===== src/rtl/sdram_dma_pkg.sv =====
// Shared definitions for the SDRAM page DMA engines (read and write paths).
//   dma_state_t        : page-transfer FSM states
//   SDRAM_ADDR_W       : SDRAM word-address width
//   SDRAM_BURST_W      : controller burst-length field width
//   page_to_word_addr(): page index -> burst start word address
package sdram_dma_pkg;

   localparam int unsigned SDRAM_ADDR_W  = 24;
   localparam int unsigned SDRAM_BURST_W = 10;

   typedef enum logic [1:0] {
      IDLE     = 2'd0,
      PREFETCH = 2'd1,
      BURST    = 2'd2,
      DONE     = 2'd3
   } dma_state_t;

   // A page is one burst, so the word address is the page index shifted past the in-page offset
   function automatic logic [SDRAM_ADDR_W-1:0] page_to_word_addr(
      input logic [SDRAM_ADDR_W-1:0] page,
      input int unsigned             burst_log2
   );
      return page << burst_log2;
   endfunction

endpackage : sdram_dma_pkg


===== src/rtl/sdram_dma_writer.sv =====
// Page-write DMA: streams one page of 16-bit words from ping-pong buffer A or B
// into the SDRAM controller write port as a single burst.
//
// Ports
//   clk, reset                  controller clock, synchronous active-high reset
//   buffDMAwrite_req/_ack       four-phase transfer handshake
//   buffDMAwrite_addr           page index, sampled at start
//   buffDMAwrite_A_B            source select (1 = A, 0 = B), sampled at start
//   buffDMAwrite_rdaddress      shared buffer read address (combinational)
//   buffDMAwriteA_q / B_q       buffer read data, one cycle after address
//   sdram_wr_req / sdram_wr_ack controller write request / per-word accept
//   sdram_rw_addr               burst start word address
//   sdram_wr_burst              burst length (constant BURST_LEN)
//   sdram_din                   write data (combinational from selected buffer)
//   sdram_mask                  byte mask (constant 0)
//   buffDMAwrite_sum            16-bit sum of written words, only when
//                               SDRAM_DMA_WRITE_CHECKSUM_EN is defined
module sdram_dma_writer
   import sdram_dma_pkg::*;
#(
   parameter int unsigned BURST_LEN = 256,
   parameter int unsigned PAGE_W    = 16
) (
   input  logic                     clk,
   input  logic                     reset,
   input  logic                     buffDMAwrite_req,
   output logic                     buffDMAwrite_ack,
   input  logic [PAGE_W-1:0]        buffDMAwrite_addr,
   input  logic                     buffDMAwrite_A_B,
   output logic [7:0]               buffDMAwrite_rdaddress,
   input  logic [15:0]              buffDMAwriteA_q,
   input  logic [15:0]              buffDMAwriteB_q,
   output logic                     sdram_wr_req,
   input  logic                     sdram_wr_ack,
   output logic [SDRAM_ADDR_W-1:0]  sdram_rw_addr,
   output logic [SDRAM_BURST_W-1:0] sdram_wr_burst,
   output logic [15:0]              sdram_din,
   output logic [1:0]               sdram_mask
`ifdef SDRAM_DMA_WRITE_CHECKSUM_EN
   ,
   output logic [15:0]              buffDMAwrite_sum
`endif
);

   localparam int unsigned LOG2_BL = $clog2(BURST_LEN);
   // One extra bit so idx can reach BURST_LEN after the final accept
   localparam int unsigned IDX_W   = LOG2_BL + 1;

   dma_state_t       state;
   logic             req_buff;
   logic             sel_a;
   logic [IDX_W-1:0] idx;
   logic [IDX_W-1:0] rd_idx;

   // Look one word ahead when the controller is taking the current one so q stays aligned to idx
   always_comb begin
      rd_idx                 = sdram_wr_ack ? (idx + IDX_W'(1)) : idx;
      buffDMAwrite_rdaddress = 8'(rd_idx);
      sdram_din              = sel_a ? buffDMAwriteA_q : buffDMAwriteB_q;
   end

   // Transfer FSM, word counter and registered controller-side outputs
   always_ff @(posedge clk) begin
      if (reset) begin
         state            <= IDLE;
         req_buff         <= 1'b0;
         sel_a            <= 1'b0;
         idx              <= '0;
         buffDMAwrite_ack <= 1'b0;
         sdram_wr_req     <= 1'b0;
         sdram_rw_addr    <= '0;
         sdram_wr_burst   <= SDRAM_BURST_W'(BURST_LEN);
         sdram_mask       <= 2'b00;
      end else begin
         req_buff       <= buffDMAwrite_req;
         sdram_wr_burst <= SDRAM_BURST_W'(BURST_LEN);
         sdram_mask     <= 2'b00;
         case (state)
            IDLE: begin
               idx <= '0;
               if (req_buff && !buffDMAwrite_ack) begin
                  sel_a         <= buffDMAwrite_A_B;
                  sdram_rw_addr <= page_to_word_addr(SDRAM_ADDR_W'(buffDMAwrite_addr), LOG2_BL);
                  state         <= PREFETCH;
               end
            end
            PREFETCH: begin
               // Word 0 read was issued in IDLE/PREFETCH; q is valid from BURST onward
               sdram_wr_req <= 1'b1;
               state        <= BURST;
            end
            BURST: begin
               if (sdram_wr_ack) begin
                  idx <= idx + IDX_W'(1);
                  if (idx == IDX_W'(BURST_LEN - 1)) begin
                     sdram_wr_req     <= 1'b0;
                     buffDMAwrite_ack <= 1'b1;
                     state            <= DONE;
                  end
               end
            end
            DONE: begin
               if (!req_buff) begin
                  buffDMAwrite_ack <= 1'b0;
                  idx              <= '0;
                  state            <= IDLE;
               end
            end
            default: state <= IDLE;
         endcase
      end
   end

`ifdef SDRAM_DMA_WRITE_CHECKSUM_EN
   // Running sum of accepted words; cleared at start, frozen from ack until the next start
   always_ff @(posedge clk) begin
      if (reset) begin
         buffDMAwrite_sum <= '0;
      end else if (state == IDLE && req_buff && !buffDMAwrite_ack) begin
         buffDMAwrite_sum <= '0;
      end else if (state == BURST && sdram_wr_ack) begin
         buffDMAwrite_sum <= buffDMAwrite_sum + sdram_din;
      end
   end
`endif

endmodule : sdram_dma_writer


===== config.mk =====
export PLATFORM = sky130hd
export DESIGN_NAME = sdram_dma_writer
export DESIGN_NICKNAME = d
export VERILOG_FILES = /design/src/rtl/sdram_dma_pkg.sv /design/src/rtl/sdram_dma_writer.sv
export SDC_FILE = /design/constraint.sdc
export NUM_CORES = 1
export LEC_CHECK = 0
export ABC_CLOCK_PERIOD_IN_PS = 2900
export CELL_PAD_IN_SITES_DETAIL_PLACEMENT = 1
export CELL_PAD_IN_SITES_GLOBAL_PLACEMENT = 1
export CORE_ASPECT_RATIO = 0.8
export CORE_MARGIN = 2
export CORE_UTILIZATION = 27
export DETAILED_ROUTE_END_ITERATION = 12
export HOLD_SLACK_MARGIN = 0.05
export PLACE_DENSITY_LB_ADDON = 0.1
export SLEW_MARGIN = 20
export SYNTH_ARGS = -nofsm -noshare
export SYNTH_HDL_FRONTEND = slang
export SYNTH_SLANG_ARGS = --single-unit
export TNS_END_PERCENT = 100

===== constraint.sdc =====
create_clock -name clk -period 2.9 [get_ports clk]
set_input_delay 0.58 -clock clk [delete_from_list [all_inputs] [get_ports clk]]
set_output_delay 0.58 -clock clk [all_outputs]
set_load 0.005 [all_outputs]

==> metrics, run 1 <==
CTS max path bufs 2; core area 6510 µm²; H-Tree Depth 2; max_slew headroom 0.524; Tightest Pin Transition 0.712 ns; Total GRT Usage 0.159; crit share post-route 0.966; remaining antenna violation count 0; vias in the first global route 1754; first-pass GRT wire length 9.20 mm; CP required 2.32 ns; Yosys reg bits 31; CP endpoint kind primary output; ANT cells 0; DRT Wirelength 5.94 mm; crit path time final 2.80 ns; antenna violations before repair 0; sequential area share after synthesis 0.337; die area 7500 µm²; max-capacitance violation count 0; Worst VDD drop 0.212 mV; via count 1841; Ports 115; Routed WL per cell 15.0 µm; row count 26; HPWL Detailed 4.68 mm; drt initial violations 63; vias per cell 4.66; clock latency on the worst-skew pair 0.28 ns; Final setup viols 0; status finished, final reports clean; Crit Path Max Fanout 4; Final TNS setup 0 ns; # DRC 0; post_cts resized 0; type of origin of the critical path primary input; Num CTS Buffers 5; P_leak 1.05 nW; clock transition at the registers of the reported paths 0.07 ns; largest net degree at the start of global routing 18; Max Clock Skew 0.00919 ns; Hold Crit Class reg -> reg; fin. max-slew vios 0; CTS Hold Bufs 0; Final GP Congestion 0.817; layout cells sized above 1 0.113; CTS tree done; most frequent cells in the layout clkdlybuf4s50_1 (94), nand2_1 (44), dfxtp_1 (31), a21oi_1 (23), conb_1 (20); Synth Cell Area 1840 µm²; Fin. Hold Viols 0; Distinct cells, synth 44; worst path arrival time 2.22 ns; Final nets 369; CTS Root Cell clkbuf_8; Ys Warns 0; maximum clock rate 0.357 GHz; total iterations of the first detailed-routing run 4; # clock sinks 31; synthesis-to-finish area growth 56.1%; DIE HEIGHT 77.9 µm; power density cells 494 nW/µm²; commonest non-fill, non-tap cell in the layout clkdlybuf4s50_1; die width 96.3 µm; I/O Buffers 94; total chip power 1.42 mW; synthesized instance count 217; post-CTS setup buffer count 0; post-synthesis area per instance 8.49 µm²; global route total overflow 0; crit path kind in -> out; RSZ-0062 raised after global routing false; Initial Util 0.283
flip-flops by register name (all words and copies together), names as in the netlist:
register / count
sel_a: 1
sdram_wr_req: 1
req_buff: 1
idx: 9
sdram_rw_addr: 16
state: 2
buffDMAwrite_ack: 1
routing by layer:
metal  share of wire  wire [µm]  GRT usage  vias to the layer above
li1                -          -          -                      904
met1            0.45       2670      0.205                      862
met2            0.45       2660      0.249                       70
met3           0.092        546     0.0553                        5
met4           0.011         63     0.0465                        0
met5               0          0          0                        -
power breakdown:
part	switching, mW	leakage, nW	total (mW)	internal, mW
clock network	0.170	0.0505	0.385	0.216
registers	0.0305	0.252	0.504	0.473
logic	0.259	0.749	0.530	0.271
total	0.459	1.05	1.42	0.960
kinds of logic (layout without fill, tap and decap cells):
family | count (synthesis) | in the layout | synth area share
AOI/OAI and AO/OA | 41 | 41 | 0.143
muxes | 18 | 18 | 0.109
adders and majority gates | 6 | 6 | 0.0408
xor gates and xnor gates | 6 | 6 | 0.0285
and+or+nand+nor | 76 | 76 | 0.202
other | 2 | 20 | 0.00408
DFF | 31 | 31 | 0.337
buffers and inverters | 37 | 113 | 0.135
synthesized netlist by cell type (all sizes together):
cell type   n  area share
a21boi      1      0.0041
a21o        1      0.0041
a21oi      23       0.062
a222oi      1      0.0054
a22oi       1      0.0041
a311oi      1      0.0048
a31oi       1      0.0034
a32o        1      0.0054
a41o        1      0.0061
a41oi       1      0.0048
and3        1      0.0034
and3b       2      0.0095
buf        27        0.11
clkbuf      5       0.016
conb        2      0.0041
dfxtp      31        0.34
ha          6       0.041
inv         5       0.010
mux2       17        0.10
mux2i       1      0.0054
nand2      44       0.090
nand2b      1      0.0034
nand3       6       0.016
nand3b      2      0.0081
nand4       5       0.020
nand4b      2      0.0095
nor2        3      0.0061
nor2b       2      0.0068
nor3        1      0.0027
o2111ai     2      0.0095
o211ai      3       0.015
o21a        1      0.0041
o21ai       2      0.0054
o221ai      1      0.0048
or2         3       0.010
or4         4       0.016
xnor2       5       0.024
xor2        1      0.0048
critical path, stage by stage:
cell,delay (ns)
clkdlybuf4s50_1,0.54
nand4_1,0.16
or2_1,0.29
xnor2_1,0.14
clkdlybuf4s50_1,0.51
worst paths after layout:
kind | depth (start not counted) | start | endpoint | slack (ns)
max | 5 | sdram_wr_ack | buffDMAwrite_rdaddress[6] | 0.1
min | 2 | sdram_rw_addr[20] | sdram_rw_addr[20] | 0.46
min reg2reg | 2 | sdram_rw_addr[20] | sdram_rw_addr[20] | 0.46
max reg2reg | 5 | state[0] | idx[5] | 1.03
per-stage QoR:
stage / hold WS (ns) / std cells / utilization / instance area, µm² / setup WS, ns
after floorplan: 0.450 / 235 / - / 1910 / 1.06
after global placement: 0.442 / 387 / 0.426 / 2770 / 0.125
after detailed placement: 0.451 / 387 / 0.426 / 2770 / 0.119
after CTS: 0.460 / 395 / 0.442 / 2880 / 0.105
after global routing: 0.480 / 395 / 0.442 / 2880 / 0.0144
final: 0.458 / 395 / 0.442 / 2880 / 0.0979
cell type report:
type / instances / area [µm²]
Clock inverter: 1 / 7.51
Timing Repair Buffer: 100 / 986
Clock buffer: 7 / 96.3
Inverter: 5 / 18.8
Sequential cell: 31 / 621
Multi-Input combinational cell: 167 / 1040
Fill cell: 794 / 3630
Tap cell: 84 / 105
No activity file was read; power rests on OpenSTA's default activity.
==> run 2, diff against run 1 <==
--- a/config.mk
+++ b/config.mk
@@ -9,5 +9,4 @@
 export CELL_PAD_IN_SITES_DETAIL_PLACEMENT = 1
 export CELL_PAD_IN_SITES_GLOBAL_PLACEMENT = 1
-export CORE_ASPECT_RATIO = 0.8
 export CORE_MARGIN = 2
 export CORE_UTILIZATION = 27
==> constraint.sdc (replaced) <==
create_clock -name clk -period 2.9 [get_ports clk]
set_input_delay 0.58 -clock clk [delete_from_list [all_inputs] [get_ports clk]]
set_output_delay 0.58 -clock clk [all_outputs]
set_load 0.1 [all_outputs]
==> run 2 against run 1 <==
Against the previous run:
- clock skew shrank 0.0063 ns
- combinational power rose by 110%
- design area grew 7.4%
- first-iteration DRC count fell by 24%
- fmax up 8.8%
- global-route usage fell by 0.97 points
- critical path depth is the same
- non-clock buffer count decreased by 3
==> metrics, run 2 (same netlist as run 1, synthesis figures left out) <==
CTS Root Cell clkbuf_8; # clock sinks 31 (unchanged); Max Clock Skew 0.00294 ns (-0.00626 ns); clock latency on the worst-skew pair 0.29 ns (about the same); DRT Wirelength 5.67 mm (-4.5%); RSZ-0062 raised after global routing false; P_leak 1.24 nW (+18%); post-route setup slack 0.326 ns (+0.228 ns); Final setup viols 0 (unchanged); synthesis-to-finish area growth 67.6%; crit share post-route 0.888 (-0.0785); post_cts resized 0 (unchanged); Worst VDD drop 0.538 mV (+150%); largest net degree at the start of global routing 26 (+8); ANT cells 0 (unchanged); FILL cells 786 (-1.0%); Regs by FF count sdram_rw_addr: 16 flops, idx: 9 flops, state: 2 flops; CTS max path bufs 2 (unchanged); remaining antenna violation count 0 (unchanged); clock transition at the registers of the reported paths 0.07 ns (about the same); core area 6680 µm² (+2.7%); crit path time final 2.57 ns (-0.228 ns); I/O Buffers 94 (unchanged); Crit Path Max Fanout 4 (unchanged); via count 1826 (-0.81%); fin. max-slew vios 0 (unchanged); Tightest Pin Transition 0.736 ns (+0.0243 ns); post-CTS setup buffer count 0 (unchanged); worst path arrival time 1.99 ns (-0.23 ns); CTS tree done; Final TNS setup 0 ns (unchanged); vias per cell 4.71 (+0.97%); antenna violations before repair 0 (unchanged); status finished, final reports clean; power density cells 668 nW/µm² (+35%); die width 86.6 µm (-10%); CTS Hold Bufs 0 (unchanged); Largest register FFs 16 (unchanged); global route total overflow 0 (unchanged); most frequent cells in the layout clkdlybuf4s50_1 (52), nand2_1 (44), dfxtp_1 (31), buf_12 (24), a21oi_1 (23); Initial Util 0.276 (-0.00742); total iterations of the first detailed-routing run 6 (+2); DIE HEIGHT 86.6 µm (+11%); Num CTS Buffers 5 (unchanged); max_slew headroom 0.509 (-0.0154); Hold Crit Class reg -> reg; CP endpoint kind primary output; maximum clock rate 0.388 GHz (+8.8%); Routed WL per cell 14.6 µm (-2.7%); # DRC 0 (unchanged); crit path kind in -> out; row count 30 (+15%); first-pass GRT wire length 8.71 mm (-5.3%); type of origin of the critical path primary input; vias in the first global route 1802 (+2.7%); HPWL Detailed 4.33 mm (-7.6%); Total GRT Usage 0.149 (-0.00973); die area 7500 µm² (about the same); max-capacitance violation count 0 (unchanged); pre-CTS worst setup slack 0.334 ns (+0.215 ns); Ports 115 (unchanged); Top reg by flops sdram_rw_addr; H-Tree Depth 2 (unchanged); layout cells sized above 1 0.253 (+0.141); CP required 2.32 ns (about the same); commonest non-fill, non-tap cell in the layout clkdlybuf4s50_1; Final nets 366 (-0.81%); drt initial violations 48 (-24%); Fin. Hold Viols 0 (unchanged); Final GP Congestion 0.730 (-11%)
[run 2: cell types whose count changed in the layout (fill, tap and decap cells not counted)]
cell / previous run / this run
buf_12: 0 / 24
clkinv_2: 0 / 1
clkdlybuf4s50_1: 94 / 52
clkbuf_8: 7 / 6
clkinvlp_4: 1 / 0
bufinv_16: 0 / 1
xnor2_1: 5 / 1
xnor2_2: 0 / 4
buf_4: 6 / 21
[run 2: path summary, 6_finish.rpt]
kind,start,to,slack [ns],depth (start not counted)
max,sdram_wr_ack,buffDMAwrite_rdaddress[6],0.33,5
min,sdram_rw_addr[15],sdram_rw_addr[15],0.46,2
max reg2reg,idx[0],state[1],0.90,7
min reg2reg,sdram_rw_addr[15],sdram_rw_addr[15],0.46,2
[run 2: cell type report]
cell class | count | area, µm² | share of cell area
Timing Repair Buffer | 97 | 1160 | 0.375
Multi-Input combinational cell | 167 | 1070 | 0.347
Sequential cell | 31 | 621 | 0.201
Tap cell | 80 | 100 | 0.0324
Clock buffer | 6 | 82.6 | 0.0268
Clock inverter | 2 | 35.0 | 0.0113
Inverter | 5 | 18.8 | 0.00608
[run 2: worst max-delay path, cell delays in order]
cell,delay [ns]
clkdlybuf4s50_1,0.54
nand4_1,0.14
or2_1,0.30
xnor2_2,0.22
buf_12,0.21
[run 2: metrics by stage]
| stage | cells | hold WS [ns] | utilization | cell area [µm²] | power (mW) |
|---|---|---|---|---|---|
| final | 388 | 0.456 | 0.462 | 3090 | 2.06 |
| after global placement | 380 | 0.444 | 0.444 | 2970 | 1.62 |
| after CTS | 388 | 0.461 | 0.462 | 3090 | 2.08 |
| after floorplan | 235 | 0.455 | - | 1940 | 1.35 |
| after global routing | 388 | 0.481 | 0.462 | 3090 | 2.16 |
| after detailed placement | 380 | 0.451 | 0.444 | 2970 | 1.63 |
[run 2: power by group]
part / internal, mW / switching, mW
Sequential: 0.473 / 0.0424
Combinational: 0.314 / 0.780
Clock: 0.278 / 0.174
Total: 1.07 / 0.996
[run 2: per-layer routing]
metal	GRT usage	vias up	share of wire
met5	0	-	0
met4	0.0554	0	0.014
met3	0.0381	6	0.086
met2	0.257	86	0.47
met1	0.178	840	0.43
li1	-	894	-
